File: src/rtl/wb_commit_unit.sv
`default_nettype none
// ============================================================================
//  Module   : wb_commit_unit
//  Purpose  : Writeback commit stage. Buffers the no-backpressure writeback
//             stream, drains it into the GPR write port, pulses a scoreboard
//             release on every end-of-packet and checks per-warp sop/eop
//             framing. Optional perf counters under WB_COMMIT_PERF_EN.
//  Revision : 1.0  initial release
// ============================================================================
module wb_commit_unit #(
    parameter int NUM_THREADS = 4,
    parameter int ISSUE_WIS_W = 2,
    parameter int NR_BITS     = 6,
    parameter int XLEN        = 32,
    parameter int UUID_WIDTH  = 44,
    parameter int PC_WIDTH    = 32,
    parameter int FIFO_DEPTH  = 4
) (
    input  logic                        clk,
    input  logic                        reset,

    input  logic                        wb_valid,
    input  logic [UUID_WIDTH-1:0]       wb_uuid,
    input  logic [ISSUE_WIS_W-1:0]      wb_wis,
    input  logic [NUM_THREADS-1:0]      wb_tmask,
    input  logic [PC_WIDTH-1:0]         wb_pc,
    input  logic [NR_BITS-1:0]          wb_rd,
    input  logic [NUM_THREADS*XLEN-1:0] wb_data,
    input  logic                        wb_sop,
    input  logic                        wb_eop,

    output logic                        gpr_wr_valid,
    input  logic                        gpr_wr_ready,
    output logic [ISSUE_WIS_W-1:0]      gpr_wr_wis,
    output logic [NR_BITS-1:0]          gpr_wr_rd,
    output logic [NUM_THREADS-1:0]      gpr_wr_tmask,
    output logic [NUM_THREADS*XLEN-1:0] gpr_wr_data,

    output logic                        sb_rel_valid,
    output logic [ISSUE_WIS_W-1:0]      sb_rel_wis,
    output logic [NR_BITS-1:0]          sb_rel_rd,

    output logic                        overflow,
    output logic                        proto_err,
    output logic [31:0]                 perf_commits,
    output logic [31:0]                 perf_stalls
);

    localparam int PTR_W     = $clog2(FIFO_DEPTH);
    localparam int CNT_W     = PTR_W + 1;
    localparam int NUM_WARPS = 1 << ISSUE_WIS_W;
    localparam int DATA_W    = NUM_THREADS * XLEN;
    localparam logic [CNT_W-1:0] c_full_cnt = CNT_W'(FIFO_DEPTH);

    logic [ISSUE_WIS_W-1:0] r_mem_wis   [FIFO_DEPTH];
    logic [NR_BITS-1:0]     r_mem_rd    [FIFO_DEPTH];
    logic [NUM_THREADS-1:0] r_mem_tmask [FIFO_DEPTH];
    logic [DATA_W-1:0]      r_mem_data  [FIFO_DEPTH];
    logic                   r_mem_eop   [FIFO_DEPTH];

    logic [PTR_W-1:0]       r_wr_ptr;
    logic [PTR_W-1:0]       r_rd_ptr;
    logic [CNT_W-1:0]       r_count;

    logic                   r_rel_valid;
    logic [ISSUE_WIS_W-1:0] r_rel_wis;
    logic [NR_BITS-1:0]     r_rel_rd;
    logic                   r_overflow;
    logic                   r_proto_err;
    logic [NUM_WARPS-1:0]   r_inflight;

    logic w_head_present;
    logic w_head_writable;
    logic w_full;
    logic w_pop;
    logic w_push;
    logic w_drop;
    logic w_frame_err;

    // uuid and pc are carried only for debug visibility
    logic w_unused_ok;
    assign w_unused_ok = ^{wb_uuid, wb_pc};

    assign w_head_present  = (r_count != '0);
    assign w_head_writable = w_head_present && (r_mem_tmask[r_rd_ptr] != '0)
                                            && (r_mem_rd[r_rd_ptr] != '0);
    assign w_full          = (r_count == c_full_cnt);
    // Non-writable heads retire on their own; writable ones wait for the handshake.
    assign w_pop           = w_head_present && (!w_head_writable || gpr_wr_ready);
    assign w_push          = wb_valid && (!w_full || w_pop);
    assign w_drop          = wb_valid && w_full && !w_pop;
    assign w_frame_err     = wb_valid && (wb_sop == r_inflight[wb_wis]);

    always_ff @(posedge clk) begin
        if (w_push) begin
            r_mem_wis[r_wr_ptr]   <= wb_wis;
            r_mem_rd[r_wr_ptr]    <= wb_rd;
            r_mem_tmask[r_wr_ptr] <= wb_tmask;
            r_mem_data[r_wr_ptr]  <= wb_data;
            r_mem_eop[r_wr_ptr]   <= wb_eop;
        end
    end

    always_ff @(posedge clk or posedge reset) begin
        if (reset) begin
            r_wr_ptr    <= '0;
            r_rd_ptr    <= '0;
            r_count     <= '0;
            r_rel_valid <= 1'b0;
            r_rel_wis   <= '0;
            r_rel_rd    <= '0;
            r_overflow  <= 1'b0;
            r_proto_err <= 1'b0;
            r_inflight  <= '0;
        end else begin
            if (w_push) begin
                r_wr_ptr <= r_wr_ptr + PTR_W'(1);
            end
            if (w_pop) begin
                r_rd_ptr <= r_rd_ptr + PTR_W'(1);
            end
            case ({w_push, w_pop})
                2'b10:   r_count <= r_count + CNT_W'(1);
                2'b01:   r_count <= r_count - CNT_W'(1);
                default: r_count <= r_count;
            endcase

            if (w_pop && r_mem_eop[r_rd_ptr]) begin
                r_rel_valid <= 1'b1;
                r_rel_wis   <= r_mem_wis[r_rd_ptr];
                r_rel_rd    <= r_mem_rd[r_rd_ptr];
            end else begin
                r_rel_valid <= 1'b0;
                r_rel_wis   <= '0;
                r_rel_rd    <= '0;
            end

            if (w_drop) begin
                r_overflow <= 1'b1;
            end
            if (w_frame_err) begin
                r_proto_err <= 1'b1;
            end
            // eop takes priority so a single-packet instruction leaves the warp idle
            if (wb_valid) begin
                if (wb_eop) begin
                    r_inflight[wb_wis] <= 1'b0;
                end else if (wb_sop) begin
                    r_inflight[wb_wis] <= 1'b1;
                end
            end
        end
    end

    assign gpr_wr_valid = w_head_writable;
    assign gpr_wr_wis   = w_head_present ? r_mem_wis[r_rd_ptr]   : '0;
    assign gpr_wr_rd    = w_head_present ? r_mem_rd[r_rd_ptr]    : '0;
    assign gpr_wr_tmask = w_head_present ? r_mem_tmask[r_rd_ptr] : '0;
    assign gpr_wr_data  = w_head_present ? r_mem_data[r_rd_ptr]  : '0;

    assign sb_rel_valid = r_rel_valid;
    assign sb_rel_wis   = r_rel_wis;
    assign sb_rel_rd    = r_rel_rd;
    assign overflow     = r_overflow;
    assign proto_err    = r_proto_err;

`ifdef WB_COMMIT_PERF_EN
    logic [31:0] r_perf_commits;
    logic [31:0] r_perf_stalls;

    always_ff @(posedge clk or posedge reset) begin
        if (reset) begin
            r_perf_commits <= '0;
            r_perf_stalls  <= '0;
        end else begin
            if (gpr_wr_valid && gpr_wr_ready) begin
                r_perf_commits <= r_perf_commits + 32'd1;
            end
            if (gpr_wr_valid && !gpr_wr_ready) begin
                r_perf_stalls <= r_perf_stalls + 32'd1;
            end
        end
    end

    assign perf_commits = r_perf_commits;
    assign perf_stalls  = r_perf_stalls;
`else
    assign perf_commits = '0;
    assign perf_stalls  = '0;
`endif

endmodule
`default_nettype wire

File: config.mk
export PLATFORM = sky130hd
export DESIGN_NAME = wb_commit_unit
export DESIGN_NICKNAME = d
export VERILOG_FILES = /design/src/rtl/wb_commit_unit.sv
export SDC_FILE = /design/constraint.sdc
export NUM_CORES = 1
export LEC_CHECK = 0
export ABC_AREA = 0
export ABC_CLOCK_PERIOD_IN_PS = 5000
export CORE_AREA = 10 10 237 239
export CTS_CLUSTER_DIAMETER = 200
export CTS_CLUSTER_SIZE = 14
export DETAILED_ROUTE_END_ITERATION = 6
export DIE_AREA = 0 0 247 249
export HOLD_SLACK_MARGIN = 0.08
export PLACE_DENSITY = 0.73
export SYNTH_ARGS = -nofsm -noshare
export SYNTH_HDL_FRONTEND = slang
export SYNTH_SLANG_ARGS = --single-unit
File: constraint.sdc
create_clock -name clk -period 5 [get_ports clk]
set_clock_uncertainty 0.05 [all_clocks]
set_input_delay 0.5 -clock clk [delete_from_list [all_inputs] [get_ports clk]]
set_output_delay 0.5 -clock clk [all_outputs]
set_load 0.01 [all_outputs]
Word level (Yosys, flattened, before mapping) --
Memories as Yosys holds them, arrays and structs flattened. Index checks and enable logic that the tools add are counted.
Word-level totals: register bits 22, memory bits (writable) 564, bits of input ports 222, output and inout port bits 216, logic and storage cells 63, memories kept 5
Memories:
- r_mem_data | depth 4, bits a word 128, rd ports 1, clocked after Yosys merged registers in 0, wr ports 1, RTL line 58 | logic [DATA_W-1:0] r_mem_data [FIFO_DEPTH];
- r_mem_rd | depth 4, bits a word 6, rd ports 1, clocked after Yosys merged registers in 0, wr ports 1, RTL line 56 | logic [NR_BITS-1:0] r_mem_rd [FIFO_DEPTH];
- r_mem_tmask | depth 4, bits a word 4, rd ports 1, clocked after Yosys merged registers in 0, wr ports 1, RTL line 57 | logic [NUM_THREADS-1:0] r_mem_tmask [FIFO_DEPTH];
- r_mem_wis | depth 4, bits a word 2, rd ports 1, clocked after Yosys merged registers in 0, wr ports 1, RTL line 55 | logic [ISSUE_WIS_W-1:0] r_mem_wis [FIFO_DEPTH];
- r_mem_eop | depth 4, bits a word 1, rd ports 1, clocked after Yosys merged registers in 0, wr ports 1, RTL line 59 | logic r_mem_eop [FIFO_DEPTH];
Operators by class: add/sub/neg operators 4, $lt $le $gt $ge 2, equal/unequal tests 4, multiplexer cells 16, bitwise logic cells 3, reduce and logical (&&, ||, !) cells 20
Operators by type and width (number):
- $mux W128 | 1
- $mux W4 | 3
- $mux W6 | 2
- $logic_and A1 B1 Y1 | 9
- $pmux W3 S2 | 1
- $reduce_bool A6 Y1 | 1
- $mux W1 | 5
- $add A2 B1 Y2 const B | 2
- $and A4 B4 Y4 | 1
- $mux W2 | 2
- $not A4 Y4 | 1
- $or A4 B4 Y4 | 1
- $reduce_bool A2 Y1 | 2
- $reduce_bool A4 Y1 | 1
- $add A3 B1 Y3 const B | 1
- $eq A3 B3 Y1 const B | 1
- $logic_not A1 Y1 | 3
- $lt A2 B3 Y1 const B | 1
- $reduce_bool A3 Y1 | 1
- $sub A3 B1 Y3 const B | 1
- $bmux W1 S2 | 1
- $demux W1 S2 | 1
- $eq A2 B1 Y1 const B | 1
- $eq A2 B2 Y1 const B | 1
- 4 further kinds | 5

Logic depth before layout (Yosys ltp) --
An unclocked memory read counts as a cell.
word-level depth 11, depth in mapped cells 11, depth with buffers taken out 9

Worst setup path after synthesis --
No wires, ideal clock.
kind reg-to-reg, start register r_rd_ptr[0], end memory r_mem_data[0][0] in the netlist's numbering (enable), library setup time 517 ps, data arrival time 5012 ps, data required time 4433 ps, setup slack -579 ps, stages on the path, launching flop included 7, buffers on the path 1, period minus slack after synthesis 5579 ps, cell sequence dfrtp_1 > buf_6 > mux4_2 > nor4_4 > a21o_1 > o31a_2 > and2_1
On the way: longest elaborated chain between the ends 11, elaborated cells between the ends (all ways) 13, those cells by class 2 x mux; 9 x reduce/logical; 2 x memory
RTL lines:
- from (decl) | RTL line 62 | logic [PTR_W-1:0] r_rd_ptr;
- from (signal assigned) | RTL line 120 | r_rd_ptr <= r_rd_ptr + PTR_W'(1);
- $mem_v2 Z4 W4
- $reduce_bool A4 Y1 | RTL line 85 | assign w_head_writable = w_head_present && (r_mem_tmask[r_rd_ptr] != '0)
- $logic_and A1 B1 Y1 | RTL line 85
- $logic_and A1 B1 Y1 (*) | RTL line 86 | && (r_mem_rd[r_rd_ptr] != '0);
- $logic_not A1 Y1 (*) | RTL line 89 | assign w_pop = w_head_present && (!w_head_writable || gpr_wr_ready);
- $logic_or A1 B1 Y1 (*) | RTL line 89
- $logic_and A1 B1 Y1 (*) | RTL line 89
- $logic_or A1 B1 Y1 (*) | RTL line 90 | assign w_push = wb_valid && (!w_full || w_pop);
- $logic_and A1 B1 Y1 (*) | RTL line 90
- $mux W1 (*) | RTL line 95 | if (w_push) begin
- $mux W1 (implied by the code) (*) | RTL line 99 | r_mem_data[r_wr_ptr] <= wb_data;
- to (decl) | RTL line 58
Every way passes the cells marked *; elsewhere a longest branch is shown, timed or not.

Worst setup path after layout --
start register r_rd_ptr[0], end output gpr_wr_data[69]
On the way: longest elaborated chain between the ends 2
RTL lines:
- $mem_v2 Z4 W128
- $mux W128 | RTL line 159 | assign gpr_wr_data = w_head_present ? r_mem_data[r_rd_ptr] : '0;
- to (decl) | RTL line 37 | output logic [NUM_THREADS*XLEN-1:0] gpr_wr_data,
No other way between the ends.

==> results.toml <==
[yosys]
yosysUniqueCellTypes = 42
ys.flop_type = "edfxtp_1"
syn_area_sq_mm = 0.0229
synthCells = 1060
synth.most_common_cell = "edfxtp_1"
synth_area_per_cell_sq_um = 21.6
synth_top_area_share_pct = 74.1
synth_commonest_cells = "edfxtp_1 (564), mux4_2 (142), nor2b_1 (140)"
synth_warnings = 0
synth_area_leaders = "edfxtp_1 (74%), mux4_2 (14%), nor2b_1 (3.8%)"
synth-seq-cells = 586
synth_top_area_cell = "edfxtp_1"
ys_seq_area_share_pct = 76.5
async_flop_share_pct = 3.75
synth_edf_count = 564

[global_route]
met2_usage_pct = 25.4
grt_pass1_vias = 11300
grt_pass1_wl_um = 71200
grt_util_met1_pct = 18.7
globalRoute.busiestLayer = "met2"
use_met3_pct = 4.79
grt_util_all_layers_pct = 15.1
grt_overflow_total = 0
grt_max_degree = 145
grt_antenna_before_repair = 8

[worst_hold_path]
hp-class = "input pin to async pin"

[die]
initial_core_util_pct = 44.6
die_area_sq_mm = 0.0615
pin_count = 438
rows = 83
core_sq_mm = 0.0512
die_w_um = 247
die_h_um = 249

[cts]
cts_tree = "yes"
cts_made_buffers = 47
clockBufferDepth = 3
numClockSinks = 586
cts_setup_buffers = 0
cts_hold_buf = 0
cts_root_buf = "clkbuf_16"
cts.clk_slew.worst_paths_ns = 0.07
clock_latency_ns = 0.58
htreeDepth = 2
post_cts_resized = 0

[worst_setup_path]
rr_worst_depth = 6
arrival_ns = 3.62
critical_path_required_ns = 4.45
start_kind = "flop"
rr_endpoint = "r_mem_data[3][36]"
worstPathMaxFanout = 44
regToRegStartpoint = "r_rd_ptr[0]"
cp_cell_sequence = "buf_4, mux4_2, nor2b_1, clkdlybuf4s50_1"
crit_path_max_incr_delay_ns = 0.84
slowest_stage = "dfrtp_4"
crit_type = "flop to output pin"
rrSetupSlack_ns = 1.22
cp-end-kind = "output pin"

[sta]
setup_viol = 0
period_share_pct = 83.4
maxSlewViolCount = 0
max_freq_ghz = 0.240
setup_tns_ns = 0
worstMarginPinSlew_ns = 0.905
hold_violations = 0
finalCriticalPeriod_ns = 4.17
rsz0062_at_grt = "no"
timing.slew.headroom_pct = 39.6

[pwr]
power_leakage_nw = 9.05
peakVddDrop_v = 0.000353
power_density_mw_per_mm2 = 600

[finish]
multi_input_area_sq_mm = 0.00489
drive_above_1_share_pct = 16.3
regArea_sq_mm = 0.0175
fill_cells = 3913
fin_nets = 1601
fin_util_pct = 54.3
syn2layout_area_growth_pct = 21.7

[routing]
finalWirelength_um = 47100
drt_iter0_markers = 661
firstDrtPassIters = 4
drc_errors = 0
wire_per_inst_um = 22.7
ant_nets = 0
vias_per_cell = 5.20
num_vias = 10800

[run_status]
status = "finished clean"

[place]
dp_hpwl_um = 29200
gp_congestion = 0.708
io_buffers = 297

[run]
timing.max_cap.violations = 0
-- cell type report --
| cell class | instances | area share (%) |
|---|---|---|
| diodes | 2 | 0.0180 |
| clock buffers | 65 | 4.55 |
| clock inverters | 3 | 0.104 |
| inverters | 7 | 0.0945 |
| multi-input cells | 416 | 17.6 |
| flip-flops and latches | 586 | 62.9 |
| well taps | 680 | 3.06 |
| repair buffers | 316 | 11.7 |
-- layout by cell type, fill, tap and decap left out, types with 8 or more instances in the layout --
| cell type | n |
|---|---|
| buf_12 | 10 |
| dfrtp_1 | 20 |
| clkbuf_1 | 17 |
| buf_4 | 9 |
| clkdlybuf4s50_1 | 297 |
| conb_1 | 64 |
| a21oi_1 | 8 |
| nor2b_1 | 140 |
| edfxtp_1 | 564 |
| and2_1 | 8 |
| clkbuf_16 | 48 |
| mux4_2 | 142 |
-- per-layer routing --
metal,routed length [um],vias to the layer above
met3,3970,73
met1,18300,5654
met5,96,-
met4,944,12
met2,23800,329
li1,-,4727
-- logic make-up (layout without fill, tap and decap cells) --
group / after synthesis / count (layout) / share of synthesized area (%)
compound gates: 22 / 22 / 0.821
mux: 145 / 145 / 14.2
fa+ha+maj: 5 / 5 / 0.307
xor+xnor: 6 / 6 / 0.230
other cells: 1 / 66 / 0.0164
buf+inv: 121 / 391 / 3.18
simple gates: 174 / 174 / 4.77
flops: 586 / 586 / 76.5
-- worst max path at each step --
stage / cells after the start / from / endpoint
after global routing: 4 / r_rd_ptr[0] / gpr_wr_data[70]
after floorplan: 6 / r_rd_ptr[0] / r_mem_data[0][0]
after detailed placement: 6 / r_rd_ptr[0] / r_mem_rd[3][1]
final: 4 / r_rd_ptr[0] / gpr_wr_data[69]
after global placement: 6 / r_rd_ptr[0] / r_mem_rd[3][1]
after CTS: 4 / r_rd_ptr[0] / gpr_wr_data[69]
-- report_power, final --
part | leakage (nW) | internal (mW) | switching, mW
Sequential | 5.44 | 6.46 | 0.315
Combinational | 2.99 | 3.44 | 3.14
Clock | 0.625 | 1.75 | 1.57
Total | 9.05 | 11.7 | 5.03
-- flip-flops by register name, indices dropped and copies added (netlist names), named ones only --
name,cells
r_wr_ptr,2
r_count,3
r_mem_data,512
r_mem_tmask,16
sb_rel_valid,1
r_mem_wis,8
overflow,1
r_mem_rd,24
r_rd_ptr,2
r_mem_eop,4
sb_rel_rd,6
proto_err,1
sb_rel_wis,2
-- through the flow --
step	setup WS (ns)	std cells	total power, mW	hold WS [ns]	instance area [sq um]
detailed placement	1.14	2005	13.7	0.400	26500
CTS	0.688	2073	17.0	0.354	27800
floorplan	0.994	1123	10.5	0.436	23100
global placement	1.14	2005	13.6	0.393	26500
finish	0.832	2075	16.7	0.364	27800
global route	0.530	2074	17.6	0.426	27800
-- worst max-delay path, delay by kind of cell (launching register included) --
| family | cells | cell delay [ns] |
|---|---|---|
| buffers and inverters | 2 | 1.33 |
| flip-flops | 1 | 0.84 |
| multiplexers | 1 | 0.61 |
| AND/OR/NAND/NOR | 1 | 0.16 |
Note: power is estimated with default switching activity, not from simulation.
